## src/rtl/memory_stream_pkg.sv

```systemverilog
// Shared types for the memory stream reader: controller state encoding and
// the depth of the output skid FIFO.
package memory_stream_pkg;

  typedef enum logic [1:0] {
    IDLE  = 2'd0,
    RUN   = 2'd1,
    DRAIN = 2'd2
  } ms_state_e;

  // Two entries cover the one-cycle memory latency plus one word held under
  // backpressure, which is what keeps throughput at one word per cycle.
  localparam int unsigned MS_FIFO_DEPTH = 2;

endpackage

```

## src/rtl/memory_stream_skid.sv

```systemverilog
// Two-entry FIFO that absorbs the registered read latency of the memory.
// The head entry is presented combinationally; push and pop may coincide.
module memory_stream_skid
  import memory_stream_pkg::*;
#(
  parameter int WIDTH = 32
) (
  input  logic             clock,
  input  logic             resetn,
  input  logic             push_i,
  input  logic [WIDTH-1:0] push_data_i,
  input  logic             push_last_i,
  input  logic             pop_i,
  output logic [1:0]       count_o,
  output logic [WIDTH-1:0] head_data_o,
  output logic             head_last_o
);

  typedef struct packed {
    logic             last;
    logic [WIDTH-1:0] data;
  } entry_t;

  entry_t     mem_q [MS_FIFO_DEPTH];
  logic       wr_ptr_q;
  logic       rd_ptr_q;
  logic [1:0] count_q;

  // Storage, pointers and occupancy; the caller never pushes into a full FIFO
  // without popping in the same cycle, nor pops an empty one.
  always_ff @(posedge clock or negedge resetn) begin
    if (!resetn) begin
      for (int i = 0; i < MS_FIFO_DEPTH; i++) mem_q[i] <= '0;
      wr_ptr_q <= 1'b0;
      rd_ptr_q <= 1'b0;
      count_q  <= 2'd0;
    end else begin
      if (push_i) begin
        mem_q[wr_ptr_q] <= '{last: push_last_i, data: push_data_i};
        wr_ptr_q        <= ~wr_ptr_q;
      end
      if (pop_i) rd_ptr_q <= ~rd_ptr_q;
      count_q <= count_q + {1'b0, push_i} - {1'b0, pop_i};
    end
  end

  assign count_o     = count_q;
  assign head_data_o = mem_q[rd_ptr_q].data;
  assign head_last_o = mem_q[rd_ptr_q].last;

endmodule

```

## src/rtl/memory_stream_reader.sv

```systemverilog
// Read-side initiator for a single memory port: takes a (base, count)
// command, walks the addresses, and streams the returned words out with a
// last flag. Optional feature macro: MEMORY_STREAM_READER_STRIDE_EN adds a
// cmdStride port; without it the address step is fixed at 1.
//
// state | meaning
// IDLE  | cmdReady high, waiting for a non-zero-count command
// RUN   | issuing addresses while FIFO + in-flight credit allows
// DRAIN | all addresses issued, waiting for the last word to be popped
module memory_stream_reader
  import memory_stream_pkg::*;
#(
  parameter  int DEPTH = 1024,
  parameter  int WIDTH = 32,
  localparam int AW    = $clog2(DEPTH)
) (
  input  logic             clock,
  input  logic             resetn,
  input  logic             cmdValid,
  output logic             cmdReady,
  input  logic [AW-1:0]    cmdBase,
  input  logic [AW:0]      cmdCount,
`ifdef MEMORY_STREAM_READER_STRIDE_EN
  input  logic [AW-1:0]    cmdStride,
`endif
  output logic [AW-1:0]    memAddress,
  output logic             memWriteEnable,
  output logic [WIDTH-1:0] memWrite,
  input  logic [WIDTH-1:0] memRead,
  output logic             outValid,
  input  logic             outReady,
  output logic [WIDTH-1:0] outData,
  output logic             outLast
);

  ms_state_e        state_q, state_d;
  logic [AW-1:0]    addr_q, addr_d;
  logic [AW:0]      remaining_q, remaining_d;
  logic             inflight_q, inflight_d;
  logic             inflight_last_q, inflight_last_d;
  logic [AW-1:0]    step;
  logic [1:0]       fifo_count;
  logic [2:0]       occupancy;
  logic [WIDTH-1:0] head_data;
  logic             head_last;
  logic             pop, credit, issue, cmd_fire;

`ifdef MEMORY_STREAM_READER_STRIDE_EN
  logic [AW-1:0]    stride_q, stride_d;
  assign step = stride_q;
`else
  assign step = AW'(1);
`endif

  assign cmd_fire  = cmdValid && cmdReady;
  assign pop       = outValid && outReady;
  // A word in flight already owns a FIFO slot; a pop this cycle frees one.
  assign occupancy = {1'b0, fifo_count} + {2'b00, inflight_q};
  assign credit    = (occupancy < 3'd2) || pop;
  assign issue     = (state_q == RUN) && credit;

  // Next-state, address walk and in-flight tagging.
  always_comb begin
    state_d         = state_q;
    addr_d          = addr_q;
    remaining_d     = remaining_q;
    inflight_d      = 1'b0;
    inflight_last_d = 1'b0;
`ifdef MEMORY_STREAM_READER_STRIDE_EN
    stride_d        = stride_q;
`endif
    case (state_q)
      IDLE: begin
        if (cmd_fire && (cmdCount != '0)) begin
          addr_d      = cmdBase;
          remaining_d = cmdCount;
`ifdef MEMORY_STREAM_READER_STRIDE_EN
          stride_d    = cmdStride;
`endif
          state_d     = RUN;
        end
      end
      RUN: begin
        if (issue) begin
          addr_d          = addr_q + step;
          remaining_d     = remaining_q - (AW+1)'(1);
          inflight_d      = 1'b1;
          inflight_last_d = (remaining_q == (AW+1)'(1));
          if (remaining_q == (AW+1)'(1)) state_d = DRAIN;
        end
      end
      DRAIN: begin
        if (pop && head_last) state_d = IDLE;
      end
      default: state_d = IDLE;
    endcase
  end

  // Controller registers; reset aborts any command in progress.
  always_ff @(posedge clock or negedge resetn) begin
    if (!resetn) begin
      state_q         <= IDLE;
      addr_q          <= '0;
      remaining_q     <= '0;
      inflight_q      <= 1'b0;
      inflight_last_q <= 1'b0;
`ifdef MEMORY_STREAM_READER_STRIDE_EN
      stride_q        <= '0;
`endif
    end else begin
      state_q         <= state_d;
      addr_q          <= addr_d;
      remaining_q     <= remaining_d;
      inflight_q      <= inflight_d;
      inflight_last_q <= inflight_last_d;
`ifdef MEMORY_STREAM_READER_STRIDE_EN
      stride_q        <= stride_d;
`endif
    end
  end

  memory_stream_skid #(.WIDTH(WIDTH)) u_skid (
    .clock       (clock),
    .resetn      (resetn),
    .push_i      (inflight_q),
    .push_data_i (memRead),
    .push_last_i (inflight_last_q),
    .pop_i       (pop),
    .count_o     (fifo_count),
    .head_data_o (head_data),
    .head_last_o (head_last)
  );

  assign cmdReady       = (state_q == IDLE);
  assign memAddress     = addr_q;
  assign memWriteEnable = 1'b0;
  assign memWrite       = '0;
  assign outValid       = (fifo_count != 2'd0);
  assign outData        = head_data;
  assign outLast        = outValid && head_last;

endmodule

```

## config.mk

```make
export PLATFORM = sky130hd
export DESIGN_NAME = memory_stream_reader
export DESIGN_NICKNAME = d
export VERILOG_FILES = /design/src/rtl/memory_stream_pkg.sv /design/src/rtl/memory_stream_skid.sv /design/src/rtl/memory_stream_reader.sv
export SDC_FILE = /design/constraint.sdc
export NUM_CORES = 1
export LEC_CHECK = 0
export BUFFER_PORTS_ARGS = -buffer_cell sky130_fd_sc_hd__buf_2
export CORE_MARGIN = 4
export CORE_UTILIZATION = 45
export CTS_BUF_LIST = sky130_fd_sc_hd__clkbuf_16
export CTS_CLUSTER_SIZE = 30
export DETAILED_ROUTE_END_ITERATION = 8
export PLACE_DENSITY_LB_ADDON = 0.2
export SYNTH_ARGS = -nofsm -noshare
export SYNTH_HDL_FRONTEND = slang
export SYNTH_SLANG_ARGS = --single-unit
```

## constraint.sdc

```tcl
create_clock -name clock -period 5.5 [get_ports clock]
set_input_delay 0.275 -clock clock [delete_from_list [all_inputs] [get_ports clock]]
set_output_delay 0.275 -clock clock [all_outputs]
set_load 0.02 [all_outputs]
```

==> results by group <==
Logic synthesis
  – Post-Syn Area per Cell: around 12 um^2
  – Ys Warns: 0
  – Syn Std Cell Area: approximately 5000 um^2
  – Area leader, netlist: dfrtp_1
  – Share of the synthesized area in the top cell type: 0.486
  – Synth top area cells: dfrtp_1 49%, mux2_2 23%, buf_4 5.2%
  – Simple-gate share of the synthesized area: 0.0739
  – #FFs+latches synth: between 90 and 100
  – Synth Instances: 415
  – Sequential-to-total area share from yosys stat: 0.486
  – Post-synth EDFFs: 0
  – Compound-gate portion of the synthesized area: 0.105
  – Synth Area in Adders: 0.0128
  – Post-synthesis xor/xnor area fraction: 0.00716
  – Mux cell area share after synthesis: 0.234
  – Ys flop type: dfrtp_1
  – Asr flop ratio synth: 1.00
  – Largest family of logic cells by synthesized area: multiplexers
  – Post-synth cell types: 55
  – Top-count cell post-synth: mux2_2
  – List of most frequent post-synthesis cells: 99 x mux2_2, 95 x dfrtp_1, 34 x buf_4, 15 x a21oi_1, 15 x inv_1

Setup path
  – R2R setup slack: 2820 ps
  – Worst endpoint data arrival time: 2900 ps
  – Worst-path maximum fanout: 29
  – Slowest stage delay, CP: ~920 ps
  – Cells along the critical path: nand2b_1 > o32ai_2 > nor2_2 > o22a_2
  – Max stage delay cell, worst path: o32ai_2
  – Startpoint types: flip-flop
  – CP Capture Type: flip-flop
  – Crit path kind: reg -> reg
  – Crit path required time: 5730 ps

CTS
  – Clock Tree Root: clkbuf_16
  – Clock Path Buffers: 2
  – Clock transition at the registers of the reported paths: 70 ps
  – Post CTS Setup Buffer Count: 0
  – Worst-Skew Late Latency: approximately 340 ps
  – CTS Sinks: 95
  – Total CTS buffers: 9
  – CTS tree: yes
  – H-tree Lvls: 3

Placed design
  – Port bufs: 101
  – GPL Wtd Cong: 0.878
  – HPWL after DPL: 7.86 mm
  – Placed cell areas: 5390 um^2
  – Dpl ws: 2880 ps
  – Placed Instances: 632

STA
  – Max-slew violation count: 0
  – Total negative slack: 0 ps
  – Slew Limit Headroom: 0.260
  – Final setup fails: 0
  – Worst Skew: 6.59 ps
  – Worst-Margin Slew: 1110 ps
  – Final Hold Fails: 0
  – Min setup slack post-route: 2820 ps
  – Min Clock Period, post-route: approximately 2700 ps
  – Fmax: 374 MHz
  – RSZ-0062 raised after global routing: no
  – Period utilization: 0.486

Detailed routing
  – DR pass1 iterations: 4
  – DR WL/cell: around 17 um
  – Vias per cell: 5.46
  – DRC viols: 0
  – DR iter-0 viols: 290
  – ANT nets after route: 0
  – Post-Route WL: 11.2 mm
  – DR vias: roughly 3500

Cells and area
  – Non-Filler Instances: 649
  – FF/Latch Area: 2380 um^2
  – Area taken by multi-input logic gates: 2250 um^2
  – Layout area overhead: 16.1%
  – Fill cells: around 920
  – Share of cells above drive strength 1: 0.448
  – Post-route cell area: 5690 um^2
  – # diodes: 0
  – Nets: 570

Floorplan
  – Site Rows: 37
  – Die Width: 112 um
  – Core Region: 10500 um^2
  – Num ports: 135
  – Initial Util: 0.468
  – DIE HEIGHT: 112 um
  – Die area: 12600 um^2

Run status
  – Status: finished clean

GRT
  – GR Overflow Total: 0
  – GRT Total Usage: 0.178
  – Vias in the first global route: roughly 3600
  – Largest net degree at the start of global routing: 73
  – Initial antenna violation count: 0
  – Global-route wire length before repair: about 18 mm

Power
  – Pwr/cell area: 619 nW/um^2
  – P_leak: 0.00260 uW
  – Largest vdd supply drop: 0.256 mV

Hold path
  – Hold Path Class: in -> reg

Run
  – Max cap viols: 0
[logic make-up (layout without fill, tap and decap cells)]
family,after synthesis,count (layout)
compound gates,72,72
xor+xnor,4,4
fa+ha+maj,5,5
buf+inv,71,137
flops,95,95
mux,102,102
other cells,1,33
simple gates,65,65
[cell usage in the layout (no fill, tap or decap), types with 2 or more instances in the layout]
cell | netlist | final
buf_2 | 3 | 100
mux2_2 | 99 | 99
dfrtp_1 | 95 | 95
conb_1 | 1 | 33
inv_1 | 15 | 16
a21oi_1 | 15 | 15
nor2_1 | 13 | 13
nand2_1 | 11 | 11
o22ai_1 | 11 | 11
o21ai_0 | 9 | 9
clkbuf_16 | 0 | 9
nor3_1 | 6 | 6
or4_1 | 5 | 5
a31oi_1 | 5 | 5
a22oi_1 | 5 | 5
ha_1 | 5 | 5
buf_4 | 34 | 5
nor3b_1 | 4 | 4
nand4_1 | 4 | 4
a22o_1 | 4 | 4
nor4_1 | 4 | 4
xnor2_1 | 3 | 3
mux2i_1 | 3 | 3
or3_1 | 3 | 3
o2bb2ai_1 | 3 | 3
nor2b_1 | 3 | 2
nand2b_1 | 2 | 2
or3b_2 | 2 | 2
o2bb2a_1 | 2 | 2
o31ai_1 | 2 | 2
o22a_1 | 2 | 2
a2bb2oi_1 | 2 | 2
inv_6 | 0 | 2
inv_8 | 0 | 2
clkinv_4 | 0 | 2
[cell type report]
| cell class | count | area share |
|---|---|---|
| multi-input cells | 281 | 0.395 |
| inverters | 15 | 0.00990 |
| repair buffers | 106 | 0.0964 |
| clock buffers | 9 | 0.0396 |
| well taps | 136 | 0.0299 |
| clock inverters | 7 | 0.0108 |
| flip-flops and latches | 95 | 0.418 |
[state kept, by name, summed over array words and instances, names as in the netlist]
signal           count
u_skid.count_o       2
inflight_last_q      1
u_skid.rd_ptr_q      1
inflight_q           1
u_skid.wr_ptr_q      1
memAddress          10
state_q              2
u_skid.mem_q        66
remaining_q         11
[metrics by stage]
step	util	hold WS, ps	total power (uW)
2_1_floorplan	-	-20.6	2480
3_3_place_gp	0.515	194	2880
3_5_place_dp	0.515	197	2940
4_1_cts	0.543	161	3550
5_1_grt	0.543	166	3750
6_report	0.543	175	3520
[timing repair]
action                    CTS  global route
hold buffers                1             0
resized for setup           0             0
hold endpoints to repair   23             0
[worst max-delay path: cells and delay by family, from the launching register on]
family             cells  cell delay (ps)
DFF                    1              460
and+or+nand+nor        2              890
AOI/OAI and AO/OA      2             1210
[metal layers]
metal,global-route usage,vias to the layer above,part of all wire
met4,0.0537,0,0.011
met3,0.0394,13,0.067
met1,0.246,1753,0.46
met5,0,-,0
met2,0.280,140,0.47
li1,-,1636,-
[final timing paths]
kind / from / endpoint / depth (start not counted)
max in group asynchronous: resetn / u_skid.mem_q[60] / 3
setup reg to reg: state_q[1] / remaining_q[2] / 4
hold / removal: memRead[18] / u_skid.mem_q[51] / 2
min in group asynchronous: resetn / u_skid.mem_q[36] / 2
hold reg to reg: u_skid.mem_q[1] / u_skid.mem_q[1] / 1
setup / recovery: state_q[1] / remaining_q[2] / 4
[where the power goes]
part | internal, uW | total, uW | switching, uW
Sequential | 1040 | 1270 | 236
Clock | 317 | 604 | 287
Combinational | 776 | 1640 | 868
Total | 2130 | 3520 | 1390
Note: power is estimated with default switching activity, not from simulation.
